$ cat src/rtl/axis_frame_len_limit.sv
// AXI-Stream frame length limiter with a registered skid buffer: oversize frames are cut at MAX_BEATS
// with tlast forced and tuser[0] set. Statistics counters exist only when AXIS_FRAME_LEN_LIMIT_STATS_EN is defined.
module axis_frame_len_limit #(
  parameter int DATA_WIDTH = 64,
  parameter int KEEP_WIDTH = (DATA_WIDTH + 7) / 8,
  parameter int ID_WIDTH   = 8,
  parameter int DEST_WIDTH = 8,
  parameter int USER_WIDTH = 1,
  parameter int MAX_BEATS  = 256,
  parameter int CNT_WIDTH  = 32
) (
  input  logic                  clk,
  input  logic                  rst_n,
  input  logic [DATA_WIDTH-1:0] s_axis_tdata,
  input  logic [KEEP_WIDTH-1:0] s_axis_tkeep,
  input  logic                  s_axis_tvalid,
  output logic                  s_axis_tready,
  input  logic                  s_axis_tlast,
  input  logic [ID_WIDTH-1:0]   s_axis_tid,
  input  logic [DEST_WIDTH-1:0] s_axis_tdest,
  input  logic [USER_WIDTH-1:0] s_axis_tuser,
  output logic [DATA_WIDTH-1:0] m_axis_tdata,
  output logic [KEEP_WIDTH-1:0] m_axis_tkeep,
  output logic                  m_axis_tvalid,
  input  logic                  m_axis_tready,
  output logic                  m_axis_tlast,
  output logic [ID_WIDTH-1:0]   m_axis_tid,
  output logic [DEST_WIDTH-1:0] m_axis_tdest,
  output logic [USER_WIDTH-1:0] m_axis_tuser,
  output logic [CNT_WIDTH-1:0]  stat_frames,
  output logic [CNT_WIDTH-1:0]  stat_bytes,
  output logic [15:0]           stat_trunc
);

  localparam int BEAT_W = DATA_WIDTH + KEEP_WIDTH + 1 + ID_WIDTH + DEST_WIDTH + USER_WIDTH;
  localparam int BCW    = (MAX_BEATS > 1) ? $clog2(MAX_BEATS) : 1;

  typedef enum logic {PASS = 1'b0, DROP = 1'b1} state_t;

  state_t            state;
  logic [BCW-1:0]    beat_cnt;
  logic              ready_r;
  logic              out_valid;
  logic [BEAT_W-1:0] out_beat;
  logic              skid_valid;
  logic [BEAT_W-1:0] skid_beat;

  logic              in_hs;
  logic              wr_en;
  logic [BEAT_W-1:0] in_beat;
  logic              out_valid_n;
  logic [BEAT_W-1:0] out_beat_n;
  logic              skid_valid_n;
  logic [BEAT_W-1:0] skid_beat_n;

  assign in_hs         = s_axis_tvalid & ready_r;
  assign s_axis_tready = ready_r;
  assign m_axis_tvalid = out_valid;
  assign {m_axis_tdata, m_axis_tkeep, m_axis_tlast, m_axis_tid, m_axis_tdest, m_axis_tuser} = out_beat;

  // Beat as it will be stored: truncation point forces tlast and raises the flag in tuser[0].
  always_comb begin
    logic              last_mod;
    logic [USER_WIDTH-1:0] user_mod;
    last_mod    = s_axis_tlast;
    user_mod    = s_axis_tuser;
    user_mod[0] = 1'b0;
    if (!s_axis_tlast && beat_cnt == BCW'(MAX_BEATS - 1)) begin
      last_mod    = 1'b1;
      user_mod[0] = 1'b1;
    end
    wr_en   = in_hs && (state == PASS);
    in_beat = {s_axis_tdata, s_axis_tkeep, last_mod, s_axis_tid, s_axis_tdest, user_mod};
  end

  always_comb begin
    out_valid_n  = out_valid;
    out_beat_n   = out_beat;
    skid_valid_n = skid_valid;
    skid_beat_n  = skid_beat;
    if (!out_valid || m_axis_tready) begin
      // Output slot frees up: the skid beat is older than any incoming one.
      if (skid_valid) begin
        out_valid_n  = 1'b1;
        out_beat_n   = skid_beat;
        skid_valid_n = 1'b0;
      end else begin
        out_valid_n = wr_en;
        if (wr_en) out_beat_n = in_beat;
      end
    end else if (wr_en) begin
      skid_valid_n = 1'b1;
      skid_beat_n  = in_beat;
    end
  end

  always_ff @(posedge clk) begin
    if (!rst_n) begin
      ready_r    <= 1'b0;
      out_valid  <= 1'b0;
      out_beat   <= '0;
      skid_valid <= 1'b0;
      skid_beat  <= '0;
    end else begin
      ready_r    <= !skid_valid_n;
      out_valid  <= out_valid_n;
      out_beat   <= out_beat_n;
      skid_valid <= skid_valid_n;
      skid_beat  <= skid_beat_n;
    end
  end

  always_ff @(posedge clk) begin
    if (!rst_n) begin
      state    <= PASS;
      beat_cnt <= '0;
    end else if (in_hs) begin
      case (state)
        PASS: begin
          if (s_axis_tlast) begin
            beat_cnt <= '0;
          end else if (beat_cnt == BCW'(MAX_BEATS - 1)) begin
            state <= DROP;
          end else begin
            beat_cnt <= beat_cnt + BCW'(1);
          end
        end
        DROP: begin
          if (s_axis_tlast) begin
            beat_cnt <= '0;
            state    <= PASS;
          end
        end
        default: state <= PASS;
      endcase
    end
  end

`ifdef AXIS_FRAME_LEN_LIMIT_STATS_EN
  logic out_hs;
  assign out_hs = out_valid & m_axis_tready;

  function automatic logic [CNT_WIDTH-1:0] popcount(input logic [KEEP_WIDTH-1:0] k);
    logic [CNT_WIDTH-1:0] n;
    n = '0;
    for (int i = 0; i < KEEP_WIDTH; i++) n = n + CNT_WIDTH'(k[i]);
    return n;
  endfunction

  function automatic logic [15:0] sat_inc(input logic [15:0] v);
    return (v == 16'hFFFF) ? v : v + 16'd1;
  endfunction

  always_ff @(posedge clk) begin
    if (!rst_n) begin
      stat_frames <= '0;
      stat_bytes  <= '0;
      stat_trunc  <= '0;
    end else if (out_hs) begin
      stat_bytes <= stat_bytes + popcount(m_axis_tkeep);
      if (m_axis_tlast) begin
        stat_frames <= stat_frames + CNT_WIDTH'(1);
        if (m_axis_tuser[0]) stat_trunc <= sat_inc(stat_trunc);
      end
    end
  end
`else
  assign stat_frames = '0;
  assign stat_bytes  = '0;
  assign stat_trunc  = '0;
`endif

endmodule

$ cat config.mk
export PLATFORM = sky130hd
export DESIGN_NAME = axis_frame_len_limit
export DESIGN_NICKNAME = d
export VERILOG_FILES = /design/src/rtl/axis_frame_len_limit.sv
export SDC_FILE = /design/constraint.sdc
export NUM_CORES = 1
export LEC_CHECK = 0
export ABC_AREA = 1
export BUFFER_PORTS_ARGS = -buffer_cell sky130_fd_sc_hd__buf_2
export CORE_ASPECT_RATIO = 1.2
export CORE_UTILIZATION = 45
export CTS_CLUSTER_SIZE = 8
export DETAILED_ROUTE_END_ITERATION = 12
export GPL_ROUTABILITY_DRIVEN = 0
export HOLD_SLACK_MARGIN = 0.05
export PLACE_DENSITY = 0.72
export SLEW_MARGIN = 20
export SYNTH_ARGS = -nofsm -noshare
export SYNTH_HDL_FRONTEND = slang
export SYNTH_SLANG_ARGS = --single-unit
$ cat constraint.sdc
create_clock -name clk -period 2.24 [get_ports clk]
set_input_delay 0.448 -clock clk [delete_from_list [all_inputs] [get_ports clk]]
set_output_delay 0.448 -clock clk [all_outputs]
set_load 0.05 [all_outputs]
==> results of run 1 <==
-- worst min-delay path by stage --
stage / cells past startpoint / from / end
finish: 3 / s_axis_tdata[15] / skid_beat[41]
floorplan: 2 / beat_cnt[2] / beat_cnt[2]
CTS: 3 / s_axis_tid[4] / skid_beat[13]
global placement: 2 / out_beat[88] / out_beat[88]
global route: 3 / s_axis_tdata[34] / skid_beat[60]
detailed placement: 2 / out_beat[74] / out_beat[74]
-- cells in the mapped netlist --
library cell,n,area share
inv_1,53,0.024
inv_4,1,0.00074
buf_4,87,0.077
nor2_1,285,0.13
nand3_1,6,0.0036
nor3_1,1,0.00059
o21bai_1,2,0.0018
nor2_4,3,0.0040
buf_1,2,0.00089
ha_1,1,0.0015
o21ai_1,22,0.013
or2_2,1,0.00074
nand2_4,2,0.0027
o21ai_0,203,0.12
conb_1,1,0.00044
buf_2,34,0.020
clkbuf_1,34,0.015
nand3_4,1,0.0021
a31oi_1,1,0.00074
dfxtp_1,192,0.46
inv_2,4,0.0018
nand2_2,2,0.0015
nor2_2,1,0.00074
clkinv_2,1,0.00059
a21oi_1,52,0.031
nand4_1,1,0.00074
nand2_1,206,0.092
-- area by class of cell --
type / instances / area, µm² / share of cell area
sequential: 192 / 3850 / 0.397
multi-input combinational: 870 / 3700 / 0.382
timing repair buffer: 194 / 1060 / 0.109
clock buffer: 20 / 467 / 0.0482
tap: 224 / 280 / 0.0289
inverter: 59 / 225 / 0.0232
clock inverter: 11 / 101 / 0.0105
antenna: 2 / 5.00 / 0.000516
-- layer usage --
metal  vias to the layer above  GRT usage
met2                       205      0.349
met4                         2     0.0754
li1                       3899          -
met3                        32     0.0423
met1                      3360      0.238
met5                         -          0
-- registers in the layout, summed over array words and instances, names as in the netlist --
name and flops:
m_axis_tvalid 1, beat_cnt 8, s_axis_tready 1, out_beat 90
skid_beat 90, state 1, skid_valid 1
-- cell families (layout without fill, tap and decap cells) --
family,Yosys count,count (layout),share of synthesized area
flops,192,192,0.456
simple gates,509,509,0.235
compound gates,280,280,0.167
fa+ha+maj,1,1,0.00148
buf+inv,216,284,0.140
other cells,1,82,0.000445
-- worst min-delay path, cell delays in order --
cell    delay, ps
buf_2          90
nor2_1         40
nor2_1         80
-- per-stage QoR --
stage,std cells,total power [W],instance area (µm²)
after floorplan,1278,0.00499,8730
after global placement,1539,0.00520,9120
after detailed placement,1539,0.00522,9120
after CTS,1570,0.00817,9690
after global routing,1570,0.00841,9690
final,1572,0.00808,9690
-- power groups by stage --
stage | Clock [W] | Combinational, W | Sequential (W)
floorplan | 0 | 0.000804 | 0.00419
global placement | 0 | 0.00148 | 0.00373
detailed placement | 0 | 0.00149 | 0.00373
CTS | 0.00303 | 0.00149 | 0.00365
global route | 0.00314 | 0.00160 | 0.00367
finish | 0.00295 | 0.00148 | 0.00365
==> run metrics, run 1 <==
cell area after synthesis=8430 µm²; Least-Margin Pin Slew=932 ps; post-route setup TNS=0 ps; sequence of cells on the critical path=ha_1 -> nand2_1 -> nor2_2 -> nand3_1 -> nand2_2 -> nand2_2 -> o21ai_0 -> nand2_1 -> inv_1; Setup crit start=beat_cnt[0]; buffers added on ports=184; final HPWL from detailed placement=11800 µm; Final Worst Setup Slack=664 ps; area growth from synthesis to final layout=14.9%; Critical Path Source Type=flip-flop; Iteration-0 DRC Markers=442; cells after synthesis=1199; register-to-register setup slack=660 ps; CP endpoint kind=flip-flop; die span in y=152 µm; initial antenna violation count=3; 1st-pass router iterations=6; CP Buf/Inv Count=1; R2R Path End=beat_cnt[7]; CTS buffer count=17; fmax=634 MHz; slew margin rel.=0.379; number of nets in the layout=1429; global-route wire length before repair=31400 µm; switching part of the total power=0.317; RSZ-0062 raised after global routing=false; CP max stage cell=dfxtp_1; number of global-route vias before repair=6557; Hold-fix buffers, CTS=0; die width=127 µm; Post-CTS Setup Bufs=0; CTS tree=built; #FFs+latches synth=192; Crit Path Max Fanout=8; core area=18200 µm²; sequential share of the synthesized area=0.456; Max H-tree Level=4; DR WL met2=9390 µm; worst r2r path cells=9; clk buf depth=2; syn_area_per_cell=7.03 µm²; clk slew on worst S/H paths=70 ps; DR WL met3=901 µm; cell family with most CP delay=simple AND/OR/NAND/NOR gates; HP Class=input pin to flip-flop; I/O pin total=266; Tot GR Track Use=0.200; DRC Markers=0; Final ANT Viol Nets=0; crit-path max cell delay=370 ps; Seq pwr share=0.452; Final setup viols=0; die footprint=19300 µm²; Net Switching=0.00257 W; number of max-cap violations=0; combinational power share=0.183; Top Layer Used=met5; largest net degree at the start of global routing=132; power share of the clock group=0.365; end point of the critical path=beat_cnt[7]; Fin Hold WS=260 ps; PD cells=834 nW/µm²; Num Clock Sinks=192; post-place setup slack=513 ps; DR vias/cell=4.77; post-layout util=0.531; Worst VDD drop=0.550 mV; Final period util=0.704; commonest non-fill, non-tap cell in the layout=nor2_1; critical path required time=2610 ps; fill cell count=1827; static leakage=4.73 nW; clk_lat worst skew=420 ps; Setup CP Type=flip-flop to flip-flop; WL met1=8340 µm; Unique masters post-synth=27; critical path depth=9; Slew Viols, Final=0; Cell Rows=54; starting density of the core=0.462; most frequent cells in the layout=nor2_1, nand2_1, o21ai_0, dfxtp_1, buf_2; CP arrival=1950 ps; Routed wire per std cell=12.1 µm; DR vias=7498; layout cells sized above 1=0.180; worst clock skew=7.19 ps; CTS root buffer=clkbuf_16; Ys Warns=0; post-layout min period=1580 ps; total wire length=19000 µm; Final Hold Vio Count=0; Overflow after GRT=0; r2r startpoint=beat_cnt[0]; outcome=completed; post-CTS sizing=0; Internal=0.00552 W
(Power assumes the default switching activity.)
==> run 2, diff against run 1 <==
--- a/config.mk
+++ b/config.mk
@@ -13,7 +13,7 @@
 export DETAILED_ROUTE_END_ITERATION = 12
 export GPL_ROUTABILITY_DRIVEN = 0
 export HOLD_SLACK_MARGIN = 0.05
-export PLACE_DENSITY = 0.72
+export PLACE_DENSITY = 0.75
 export SLEW_MARGIN = 20
 export SYNTH_ARGS = -nofsm -noshare
 export SYNTH_HDL_FRONTEND = slang
==> constraint.sdc (replaced) <==
create_clock -name clk -period 1.4 [get_ports clk]
set_input_delay 0.28 -clock clk [delete_from_list [all_inputs] [get_ports clk]]
set_output_delay 0.28 -clock clk [all_outputs]
set_load 0.05 [all_outputs]
==> run 2 against run 1 <==
Compared with the run above: clock skew grew 4.0 ps; via count grew 3.9%; setup slack lost 620 ps; die area is the same; critical endpoint is now m_axis_tdata[43].
==> run metrics, run 2 (synthesized netlist as in run 1, its figures left out) <==
power share of the clock group=0.372 (was 0.365); die footprint=19300 µm² (unchanged); layout cells sized above 1=0.212 (was 0.180); post-place setup slack=-40.3 ps (was 513 ps); Final setup viols=0 (unchanged); Final period util=0.967; CP max stage cell=dfxtp_1 (unchanged); Overflow after GRT=0 (unchanged); Setup crit start=out_beat[69] (was beat_cnt[0]); Crit Path Max Fanout=2 (was 8); Max H-tree Level=4 (unchanged); CP arrival=1070 ps (was 1950 ps); I/O pin total=266 (unchanged); Final Hold Vio Count=0 (unchanged); number of global-route vias before repair=6715 (was 6557); final HPWL from detailed placement=13000 µm (was 11800 µm); combinational power share=0.188 (was 0.183); Setup CP Type=flip-flop to primary output (was flip-flop to flip-flop); Inst Count DP=1572 (was 1539); worst r2r path cells=9 (unchanged); RSZ-0062 raised after global routing=true (was false); Cell Rows=54 (unchanged); Final ANT Viol Nets=0 (unchanged); register-to-register setup slack=60 ps (was 660 ps); DR vias/cell=4.83 (was 4.77); met3 Track Usage GR=0.0345 (was 0.0423); die span in y=152 µm (unchanged); CP Buf/Inv Count=1 (unchanged); fmax=738 MHz; CP endpoint kind=primary output (was flip-flop); die width=127 µm (unchanged); Critical Path Source Type=flip-flop (unchanged); switching part of the total power=0.313 (was 0.317); DR vias=7789 (was 7498); clk slew on worst S/H paths=70 ps (about the same); Internal=0.00913 W (was 0.00552 W); met1 Track Usage GR=0.246 (was 0.238); top flop regs=out_beat (90), skid_beat (90), beat_cnt (8) (unchanged); outcome=completed (unchanged); Routed wire per std cell=12.6 µm (was 12.1 µm); R2R Path End=beat_cnt[4] (was beat_cnt[7]); PD cells=1300 nW/µm² (was 834 nW/µm²); worst clock skew=11.2 ps (was 7.19 ps); post-layout util=0.562 (was 0.531); area growth from synthesis to final layout=21.5% (was 14.9%); total power=0.0133 W (was 0.00808 W); cell family with most CP delay=flip-flops (was simple AND/OR/NAND/NOR gates); crit-path max cell delay=380 ps (was 370 ps); Final Worst Setup Slack=45.8 ps (was 664 ps); critical path depth=1 (was 9); end point of the critical path=m_axis_tdata[43] (was beat_cnt[7]); total wire length=20400 µm (was 19000 µm); area of the multi-input gates=3770 µm² (was 3700 µm²); HP Class=input pin to flip-flop (unchanged); CTS root buffer=clkbuf_16 (unchanged); post-layout min period=1350 ps; Seq pwr share=0.440 (was 0.452); Tot GR Track Use=0.206 (was 0.200); Hold-fix buffers, CTS=0 (unchanged); number of nets in the layout=1467 (was 1429); 1st-pass router iterations=5 (was 6); global-route wire length before repair=32200 µm (was 31400 µm); met2 Use GR=0.353 (was 0.349); Slew Viols, Final=0 (unchanged); critical path required time=1120 ps (was 2610 ps); CTS tree=built (unchanged); fill cell count=1734 (was 1827); core area=18200 µm² (unchanged); Num Clock Sinks=192 (unchanged); starting density of the core=0.462 (unchanged); DRC Markers=0 (unchanged); largest net degree at the start of global routing=130 (was 132); number of max-cap violations=0 (unchanged); most frequent cells in the layout=nor2_1, nand2_1, o21ai_0, dfxtp_1, buf_2 (unchanged); Finished Layout Cells=1612 (was 1572); commonest non-fill, non-tap cell in the layout=nor2_1 (unchanged); register area=3860 µm² (was 3850 µm²); Net Switching=0.00415 W (was 0.00257 W); Worst VDD drop=0.775 mV (was 0.550 mV); sequence of cells on the critical path=buf_2 (was ha_1 -> nand2_1 -> nor2_2 -> nand3_1 -> nand2_2 -> nand2_2 -> o21ai_0 -> nand2_1 -> inv_1); r2r startpoint=beat_cnt[0] (unchanged); clk buf depth=2 (unchanged); min-delay src=s_axis_tid[6] (was s_axis_tdata[15]); buffers added on ports=184 (unchanged); Iteration-0 DRC Markers=529 (was 442); busiest grt layer=met2 (unchanged); clk_lat worst skew=420 ps (about the same); initial antenna violation count=3 (unchanged); CTS buffer count=17 (unchanged); static leakage=4.99 nW (was 4.73 nW)
==> run 2: layout make-up <==
class,count,area share
flip-flops and latches,192,0.376
multi-input cells,870,0.368
repair buffers,232,0.147
clock buffers,19,0.0422
well taps,224,0.0274
inverters,59,0.0221
clock inverters,13,0.0154
diodes,3,0.000733
==> run 2: how the worst min path moves through the flow <==
stage / cells past startpoint / slack (ps) / endpoint
after CTS: 3 / 80 / skid_beat[12]
after floorplan: 2 / 410 / skid_beat[41]
after global placement: 2 / 460 / out_beat[77]
after detailed placement: 2 / 470 / out_beat[37]
final: 3 / 100 / skid_beat[15]
after global routing: 3 / 90 / skid_beat[44]
==> run 2: repair_timing <==
action / CTS / global route
gates cloned: 0 / 2
resized for setup: 2 / 37
pin swaps: 2 / 4
endpoints found under the setup margin: 5 / 120
setup buffers: 0 / 3
==> run 2: stage by stage <==
step,cell area [µm²],hold WS (ps),TNS (ps)
2_1_floorplan,8740,415,0
3_3_place_gp,9470,455,-3.12
3_5_place_dp,9470,465,-118
4_1_cts,10100,79.5,0
5_1_grt,10200,94.2,-215
6_report,10200,95.6,0
==> run 2: routing by layer <==
layer	vias to the layer above	wire [µm]	part of all wire
li1	3981	-	-
met2	231	10200	0.50
met4	0	518	0.025
met3	34	904	0.044
met1	3543	8690	0.43
met5	-	0	0
==> run 2: power groups by stage <==
stage	Clock [W]	Sequential, W	Combinational (W)
after detailed placement	0	0.00597	0.00247
final	0.00494	0.00585	0.00249
after global routing	0.00526	0.00588	0.00269
after global placement	0	0.00596	0.00245
after CTS	0.00502	0.00584	0.00247
after floorplan	0	0.00670	0.00129
